File: src/rtl/upstream_pkg.sv
// Shared definitions for the upstream alignment path.
//   state_t    control FSM encodings for upstream_aligner
//   QW_BYTES   bytes per datapath qword
//   head_mask  byte-enable mask for the first output qword (clears lanes below dst_off)
//   tail_mask  byte-enable mask for the last output qword (clears lanes at/above end_off)
package upstream_pkg;

  localparam int QW_BYTES = 8;

  typedef enum logic [1:0] {
    S_IDLE,
    S_RUN,
    S_FLUSH,
    S_DONE
  } state_t;

  function automatic logic [QW_BYTES-1:0] head_mask(input logic [2:0] dst_off);
    return {QW_BYTES{1'b1}} << dst_off;
  endfunction

  // end_off == 0 means the payload ends exactly on a qword boundary, so no trim.
  function automatic logic [QW_BYTES-1:0] tail_mask(input logic [2:0] end_off);
    return (end_off == 3'd0) ? {QW_BYTES{1'b1}} : ~({QW_BYTES{1'b1}} << end_off);
  endfunction

endpackage

File: src/rtl/upstream_shift128.sv
// Combinational byte funnel shifter: selects 8 consecutive bytes out of the
// 16-byte window {hi, lo}, starting at byte sh of lo.
//   hi   upper qword of the window (newer data)
//   lo   lower qword of the window (older data)
//   sh   byte shift amount 0..7
//   dout ({hi, lo} >> 8*sh)[63:0]
module upstream_shift128
  import upstream_pkg::*;
(
  input  logic [63:0] hi,
  input  logic [63:0] lo,
  input  logic [2:0]  sh,
  output logic [63:0] dout
);

  logic [2*QW_BYTES*8-1:0] window;
  logic [2*QW_BYTES*8-1:0] shifted;

  assign window  = {hi, lo};
  assign shifted = window >> {sh, 3'b000};
  assign dout    = shifted[63:0];

endmodule

File: src/rtl/upstream_aligner.sv
// Byte realigner between upstream_ahbif and the upstream write FIFO.
// Takes 8-byte-aligned source qwords and re-packs them to the destination
// byte alignment, with head/tail byte enables and a one-qword residual flush.
//   clk, rst                 clock, asynchronous active-high reset
//   start / done             level request; done held until start drops
//   src_off, dst_off, length low address bits and payload byte count (static while start)
//   in_data/in_en/in_last    qword stream from ahbif
//   pause                    back-pressure to ahbif, derived from out_afull
//   out_data/out_be/out_en/out_last  realigned qword push into the FIFO
module upstream_aligner
  import upstream_pkg::*;
#(
  parameter int LEN_W     = 16,
  parameter bit PAUSE_REG = 1'b1
) (
  input  logic             clk,
  input  logic             rst,
  input  logic             start,
  output logic             done,
  input  logic [2:0]       src_off,
  input  logic [2:0]       dst_off,
  input  logic [LEN_W-1:0] length,
  input  logic [63:0]      in_data,
  input  logic             in_en,
  input  logic             in_last,
  output logic             pause,
  input  logic             out_afull,
  output logic [63:0]      out_data,
  output logic [7:0]       out_be,
  output logic             out_en,
  output logic             out_last
);

  localparam int CW = LEN_W + 1;

  state_t             state, state_d;
  logic [63:0]        hold, hold_d;
  logic               first, first_d;          // next accepted qword is the prime qword
  logic               first_out, first_out_d;  // next emitted qword gets the head mask
  logic [CW-1:0]      ocnt, ocnt_d;            // output qwords still owed
  logic               done_d;
  logic [63:0]        out_data_d;
  logic [7:0]         out_be_d;
  logic               out_en_d, out_last_d;

  logic [2:0]         sh;
  logic               prime;
  logic [CW-1:0]      span;
  logic [CW-1:0]      n_out;
  logic [2:0]         end_off;
  logic [63:0]        shift_hi;
  logic [63:0]        shifted;
  logic               take;
  logic [QW_BYTES-1:0] be_next;

  // Transfer geometry; operands are static for the whole transfer.
  assign sh      = src_off - dst_off;
  assign prime   = (src_off >= dst_off);
  assign span    = {1'b0, length} + CW'(dst_off) + CW'(7);
  assign n_out   = span >> 3;
  assign end_off = dst_off + length[2:0];

  // A final half-qword from ahbif arrives as in_last without in_en; treat it as data.
  assign take = in_en | in_last;

  // FLUSH drains the residual bytes of hold with zeros shifted in from above.
  assign shift_hi = (state == S_FLUSH) ? 64'd0 : in_data;

  upstream_shift128 u_shift (
    .hi   (shift_hi),
    .lo   (hold),
    .sh   (sh),
    .dout (shifted)
  );

  // NOTE: every variable gets its hold value first so no path through the case leaves one unassigned and infers a latch.
  always_comb begin
    state_d     = state;
    hold_d      = hold;
    first_d     = first;
    first_out_d = first_out;
    ocnt_d      = ocnt;
    done_d      = done;
    out_data_d  = out_data;
    out_be_d    = out_be;
    out_en_d    = 1'b0;
    out_last_d  = 1'b0;
    be_next     = {QW_BYTES{1'b1}};

    case (state)
      S_IDLE: begin
        if (start && !done) begin
          if (length != '0) begin
            state_d     = S_RUN;
            hold_d      = 64'd0;
            first_d     = prime;
            first_out_d = 1'b1;
            ocnt_d      = n_out;
          end else begin
            state_d = S_DONE;
            done_d  = 1'b1;
          end
        end
      end

      S_RUN: begin
        if (take) begin
          hold_d = in_data;
          if (first) begin
            // Prime qword only fills hold; its bytes leave with the next one.
            first_d = 1'b0;
          end else if (ocnt != '0) begin
            if (first_out) be_next = be_next & head_mask(dst_off);
            if (ocnt == CW'(1)) be_next = be_next & tail_mask(end_off);
            out_data_d  = shifted;
            out_be_d    = be_next;
            out_en_d    = 1'b1;
            first_out_d = 1'b0;
            ocnt_d      = ocnt - CW'(1);
          end
          if (in_last) begin
            if (ocnt_d == '0) begin
              state_d    = S_DONE;
              done_d     = 1'b1;
              out_last_d = out_en_d;
            end else begin
              state_d = S_FLUSH;
            end
          end
        end
      end

      S_FLUSH: begin
        if (first_out) be_next = be_next & head_mask(dst_off);
        be_next     = be_next & tail_mask(end_off);
        out_data_d  = shifted;
        out_be_d    = be_next;
        out_en_d    = 1'b1;
        out_last_d  = 1'b1;
        first_out_d = 1'b0;
        ocnt_d      = '0;
        state_d     = S_DONE;
        done_d      = 1'b1;
      end

      S_DONE: begin
        if (!start) begin
          done_d  = 1'b0;
          state_d = S_IDLE;
        end
      end

      default: state_d = S_IDLE;
    endcase
  end

  // NOTE: the hold datapath register is reset along with control so a reset mid-transfer leaves no stale bytes to flush.
  always_ff @(posedge clk or posedge rst) begin
    if (rst) begin
      state     <= S_IDLE;
      hold      <= 64'd0;
      first     <= 1'b0;
      first_out <= 1'b0;
      ocnt      <= '0;
      done      <= 1'b0;
      out_data  <= 64'd0;
      out_be    <= 8'd0;
      out_en    <= 1'b0;
      out_last  <= 1'b0;
    end else begin
      // NOTE: non-blocking assignments so every register samples pre-edge values regardless of statement order.
      state     <= state_d;
      hold      <= hold_d;
      first     <= first_d;
      first_out <= first_out_d;
      ocnt      <= ocnt_d;
      done      <= done_d;
      out_data  <= out_data_d;
      out_be    <= out_be_d;
      out_en    <= out_en_d;
      out_last  <= out_last_d;
    end
  end

  generate
    if (PAUSE_REG) begin : g_pause_reg
      logic pause_q;
      always_ff @(posedge clk or posedge rst) begin
        if (rst) pause_q <= 1'b0;
        else     pause_q <= out_afull;
      end
      assign pause = pause_q;
    end else begin : g_pause_comb
      assign pause = out_afull;
    end
  endgenerate

endmodule

File: config.mk
export PLATFORM = sky130hd
export DESIGN_NAME = upstream_aligner
export DESIGN_NICKNAME = d
export VERILOG_FILES = /design/src/rtl/upstream_pkg.sv /design/src/rtl/upstream_shift128.sv /design/src/rtl/upstream_aligner.sv
export SDC_FILE = /design/constraint.sdc
export NUM_CORES = 1
export LEC_CHECK = 0
export ABC_CLOCK_PERIOD_IN_PS = 6100
export BUFFER_PORTS_ARGS = -buffer_cell sky130_fd_sc_hd__buf_2
export CAP_MARGIN = 10
export CORE_MARGIN = 1.5
export CORE_UTILIZATION = 52
export DETAILED_ROUTE_END_ITERATION = 6
export PLACE_DENSITY = 0.74
export SYNTH_ARGS = -nofsm -noshare
export SYNTH_HDL_FRONTEND = slang
export SYNTH_SLANG_ARGS = --single-unit
File: constraint.sdc
create_clock -name clk -period 6.1 [get_ports clk]
set_clock_uncertainty 0.2 [all_clocks]
set_input_delay 0.61 -clock clk [delete_from_list [all_inputs] [get_ports clk]]
set_output_delay 0.61 -clock clk [all_outputs]
set_load 0.01 [all_outputs]
# After elaboration in Yosys (flattened, before gate mapping)
# Index checks and enable logic that the tools add are counted.
[word_totals]
output_inout_bits = 76
wordCells = 114
regBits = 161
inputBits = 92
[op_classes]
mux = 61
n_shift = 3
n_eq_ne = 13
reduce_logical = 16
addsub = 5
n_bitwise = 4
order_cmp = 1
[op_table]
columns = ["cell", "count"]
rows = [
  ["64-bit 2-to-1 mux", 7],
  ["64-bit one-hot mux with 2 select lines", 2],
  ["128-bit by 6-bit >> shifter with 64-bit output", 1],
  ["17-bit 2-to-1 mux", 7],
  ["8-bit 2-to-1 mux", 11],
  ["17-bit one-hot mux with 3 select lines", 1],
  ["1-bit 2-to-1 mux", 21],
  ["2-bit != test (second input constant)", 9],
  ["16-bit by 3-bit adder with 17-bit output", 1],
  ["17-bit by 3-bit adder with 17-bit output (second input constant)", 1],
  ["17-bit by 1-bit equality test with 1-bit output (second input constant)", 1],
  ["17-bit logical NOT", 1],
  ["17-bit nonzero test", 1],
  ["17-bit by 1-bit subtractor with 17-bit output (second input constant)", 1],
  ["8-bit AND", 2],
  ["8-bit one-hot mux with 2 select lines", 1],
  ["4-bit AND reduction", 4],
  ["16-bit nonzero test", 1],
  ["8-bit by 3-bit << shifter with 8-bit output (first input constant)", 2],
  ["6-bit AND reduction", 2],
  ["2-bit 2-to-1 mux", 5],
  ["8-bit inverter", 1],
  ["2-bit one-hot mux with 4 select lines", 1],
  ["1-bit one-hot mux with 2 select lines", 3],
  ["other kinds (14)", 16],
]

# Depth between registers and ports, before layout
[depth]
word_depth = 12
mapped_depth = 11
depth_no_buf = 10

# Cells and area by module
# From an unflattened synthesis, not the netlist that was laid out.
[unflattened]
hier_cells = 1007
area_unflattened_um2 = 10830.4
[by_module_without_submodules]
columns = ["module", "cells_each", "seq_area_each_um2", "area_per_inst_um2", "instances"]
rows = [
  ["upstream_aligner", 691, 4028.9, 7975.1, 1],
  ["upstream_shift128", 316, 0.0, 2855.2, 1],
]

# Least setup slack after synthesis
# No wires, ideal clock.
[synth_timing]
kind = "input-to-reg"
from = "in src_off[0]"
to = "reg out_data[49]"
setup_ns = 0.133
stages = 9
slack_ns = 2.862
path_buffers = 3
arrival_ns = 2.905
t_required_ns = 5.767
cell_sequence = "inv_1 -> ha_1 -> fa_1 -> clkbuf_1 -> clkbuf_1 -> buf_1 -> mux4_2 -> a22oi_1 -> o21ai_0"
[synth_via]
elab_chain_cells = 6
[synth_rtl]
columns = ["element", "line_no", "text"]
rows = [
  ["from (decl)", "upstream_aligner.sv:20", "input logic [2:0] src_off,"],
  ["3-bit subtractor (*)", "upstream_aligner.sv:57", "assign sh = src_off - dst_off;"],
  ["128-bit by 6-bit >> shifter with 64-bit output (*)", "upstream_shift128.sv:20", "assign shifted = window >> {sh, 3'b000};"],
  ["64-bit 2-to-1 mux", "upstream_aligner.sv:112", "end else if (ocnt != '0) begin"],
  ["64-bit 2-to-1 mux", "upstream_aligner.sv:109", "if (first) begin"],
  ["64-bit 2-to-1 mux", "upstream_aligner.sv:107", "if (take) begin"],
  ["64-bit one-hot mux with 2 select lines (*)", "upstream_aligner.sv:90", "case (state)"],
  ["to (signal assigned)", "upstream_aligner.sv:178", "out_data <= out_data_d;"],
  ["to (decl)", "upstream_aligner.sv:28", "output logic [63:0] out_data,"],
]
# Every way passes the cells marked *; elsewhere a longest branch is shown, timed or not. The select of a mux whose other input is x is not followed.
# A chain may end at the register's enable or synchronous reset.

# Worst setup path in the final report
[layout_timing]
from = "reg ocnt[0]"
to = "reg out_data[45]"
[layout_via]
elab_chain_cells = 3
[layout_rtl]
columns = ["element", "line_no", "text"]
rows = [
  ["from (decl)", "upstream_aligner.sv:40", "logic [CW-1:0] ocnt, ocnt_d;"],
  ["from (signal assigned)", "upstream_aligner.sv:176", "ocnt <= ocnt_d;"],
  ["17-bit nonzero test", "upstream_aligner.sv:112", ""],
  ["2-bit != test (no source line)", "--", ""],
  ["4-bit AND reduction (no source line)", "--", ""],
]
# Every way passes these cells.

==> summary.txt <==
Die
  – Starting Density: 53.2%
  – Core area: 0.0195 sq mm
  – Die H: 144 um
  – Die area: 0.0208 sq mm
  – I/O pin count: 168
  – Cell Rows: 51
  – Die width: 144 um

Setup path
  – Worst r2r src: ocnt[0]
  – Startpoint Class: flip-flop
  – Req. time, crit path: 6.22 ns
  – CP Cell Sequence: inv_1 > ha_1 > nor4b_4 > and4_1 > o21ai_1 > nand3_4 > buf_4 > a211oi_1 > a21o_1
  – Slowest CP cell: nand3_4
  – Crit end category: flip-flop
  – Critical path arrival: 3.69 ns
  – CP top delay family: simple AND/OR/NAND/NOR gates
  – Worst Path Class, Setup: flip-flop to flip-flop
  – Bufs and invs on worst path: 2
  – Worst Path Max Fanout: 90
  – Worst path max stage delay: 0.70 ns
  – CP Launch Point: ocnt[0]

Synthesis
  – Mean Syn Cell Area: 9.37 sq um
  – Largest family of logic cells by synthesized area: compound AO/OA/AOI/OAI gates
  – Post-synth top area cell: dfrtp_1
  – Syn Nets: 1221
  – Synth Warn #: 0
  – Post-synthesis mux area share: 16.7%
  – Cells after synthesis: 1108
  – Synth Register Bits: 161
  – Post-synthesis compound-gate area fraction: 23.0%
  – Main area contributors after synthesis: dfrtp_1, mux2i_1, a22o_1
  – Mapped Area: 0.0104 sq mm
  – Synth async-reset ratio: 100%
  – Xor/xnor share of the synthesized area: 1.18%
  – Post-synthesis simple-gate area fraction: 13.2%
  – Number of synthesized flops with an enable pin: 0
  – Sequential-to-total area share from yosys stat: 38.8%
  – Synth Flop Type: dfrtp_1
  – Synth cell types: 69
  – Synth top area share: 38.8%
  – Post-synthesis adder-cell area fraction: 2.67%

Cells and area
  – Share of layout cells above drive strength 1: 20.9%
  – P&R area growth vs syn: 15.4%
  – Most common cell after layout, fill and taps aside: buf_2
  – Most frequent cells in the layout: buf_2, dfrtp_1, mux2i_1
  – Final-stage net count: 1328
  – Final cell count without fillers: 1497

Placement
  – Placed cell count: 1460
  – Gpl congestion: 0.932
  – PortBufs: 167
  – Detailed Place HPWL: 22.3 mm

STA
  – Worst Tran Pin Value: 1.06 ns
  – Fmax: 281 MHz
  – Period utilisation layout: 58.4%
  – Final Hold Fails: 0
  – Fin. max-slew vios: 0
  – Relative slew slack: 28.9%
  – Setup Viol. Count Final: 0
  – Setup TNS: 0 ns
  – Tmin final: 3.56 ns
  – RSZ-0062 raised after global routing: no

Pwr
  – VDD IR max: 0.343 mV
  – PwrDens: 544 mW/mm^2
  – LEAKAGE: 5.64 nW

Flow run
  – Max-cap violations: 0

Global route
  – Total grt overflow: 0
  – First-pass GRT wire length: 48.5 mm
  – Initial antenna violation count: 2
  – Number of global-route vias before repair: 8387
  – Largest net degree at the start of global routing: 91
  – GR Util All Layers: 30.7%

Clock tree
  – Num CTS Buffers: 17
  – Cts repair resizes: 0
  – TritonCTS clock tree: built
  – H-tree level count: 4
  – Root buf cell: clkbuf_16
  – CTS Sinks: 161
  – Buffer levels on the longest clock path: 2
  – Post-CTS setup buffer count: 0
  – Worst-path clk slew: 0.07 ns
  – Clock Latency Late Sink: 0.44 ns

Detailed routing
  – Via count: 9439
  – Routed wire per std cell: 21.0 um
  – Vias per cell: 6.31
  – Post-route DRC: 0
  – Drt total wl: 31.4 mm
  – DR pass1 iterations: 5
  – Antenna viol nets, final: 0
  – Drt initial violations: 1112

Run status
  – Status: finished clean

Worst hold path
  – Worst Hold Launch: out_afull
  – Hold Path Class: primary input to flip-flop
==> through the flow <==
stage                     hold WS (ns)  setup slack, ns  util [%]  cell area (sq um)  power (mW)
after global placement           0.256             2.26      58.2              11400        5.29
after CTS                       0.0672             2.59      61.4              12000        6.48
after detailed placement         0.261             2.21      58.2              11400        5.36
final                           0.0777             2.54      61.4              12000        6.53
after global routing            0.0669             2.26      61.4              12000        6.99
after floorplan                  0.268            0.942         -              10400        4.33
==> report_power, final <==
part	internal [mW]	switching [mW]	leakage (nW)
logic	1.34	2.06	3.30
registers	1.55	0.467	2.05
clock network	0.634	0.474	0.286
total	3.52	3.00	5.64
==> path summary, 6_finish.rpt <==
kind,to,slack [ns],depth (start not counted)
min in group asynchronous,pause,0.50,3
worst min-delay path,pause,0.08,1
worst min register to register,out_data[44],0.27,1
worst max-delay path,out_data[45],2.54,9
max in group asynchronous,hold[49],4.00,4
worst max register to register,out_data[45],2.54,9
==> logic make-up (layout without fill, tap and decap cells) <==
| kind of cell | count (synthesis) | after routing |
|---|---|---|
| flip-flops | 161 | 161 |
| other | 0 | 4 |
| AND/OR/NAND/NOR | 288 | 288 |
| multiplexers | 144 | 144 |
| XOR/XNOR | 14 | 14 |
| buffers and inverters | 120 | 240 |
| adder cells (fa/ha/maj) | 21 | 21 |
| AO/OA/AOI/OAI | 360 | 360 |
==> Yosys cell counts (all sizes together) (8+ instances only) <==
library cell / number
mux4: 23
nor2: 91
nand2: 113
nor3: 21
inv: 27
o21a: 10
o211ai: 12
a21oi: 70
a21o: 13
o21ai: 114
a22oi: 8
buf: 37
a22o: 76
nor4: 11
xor2: 12
ha: 19
clkbuf: 56
dfrtp: 161
a211oi: 11
mux2i: 116
==> what timing repair did <==
action | CTS | global route
endpoints found under the hold margin | 36 | 0
hold buffers | 1 | 0
setup endpoints to repair | 0 | 0
==> sequential cells by signal, indices dropped and copies added, names as in the netlist, 2 cells and up <==
| register | count |
|---|---|
| hold | 64 |
| ocnt | 17 |
| out_be | 8 |
| out_data | 64 |
| state | 2 |
==> routing by layer <==
layer / vias to the layer above / part of all wire, % / global-route usage, %
li1: 4334 / - / -
met3: 38 / 9.7 / 7.19
met2: 496 / 40 / 40.2
met4: 0 / 1.7 / 9.52
met5: - / 0 / 0
met1: 4571 / 48 / 49.2
==> layout make-up <==
cell class | count | area [sq um]
inverters | 27 | 106
fillers | 1711 | 7530
diodes | 4 | 10.0
well taps | 265 | 332
flip-flops and latches | 161 | 4030
multi-input cells | 827 | 5960
clock inverters | 12 | 146
repair buffers | 181 | 956
clock buffers | 20 | 457
Power figures use the tool's default switching activity.
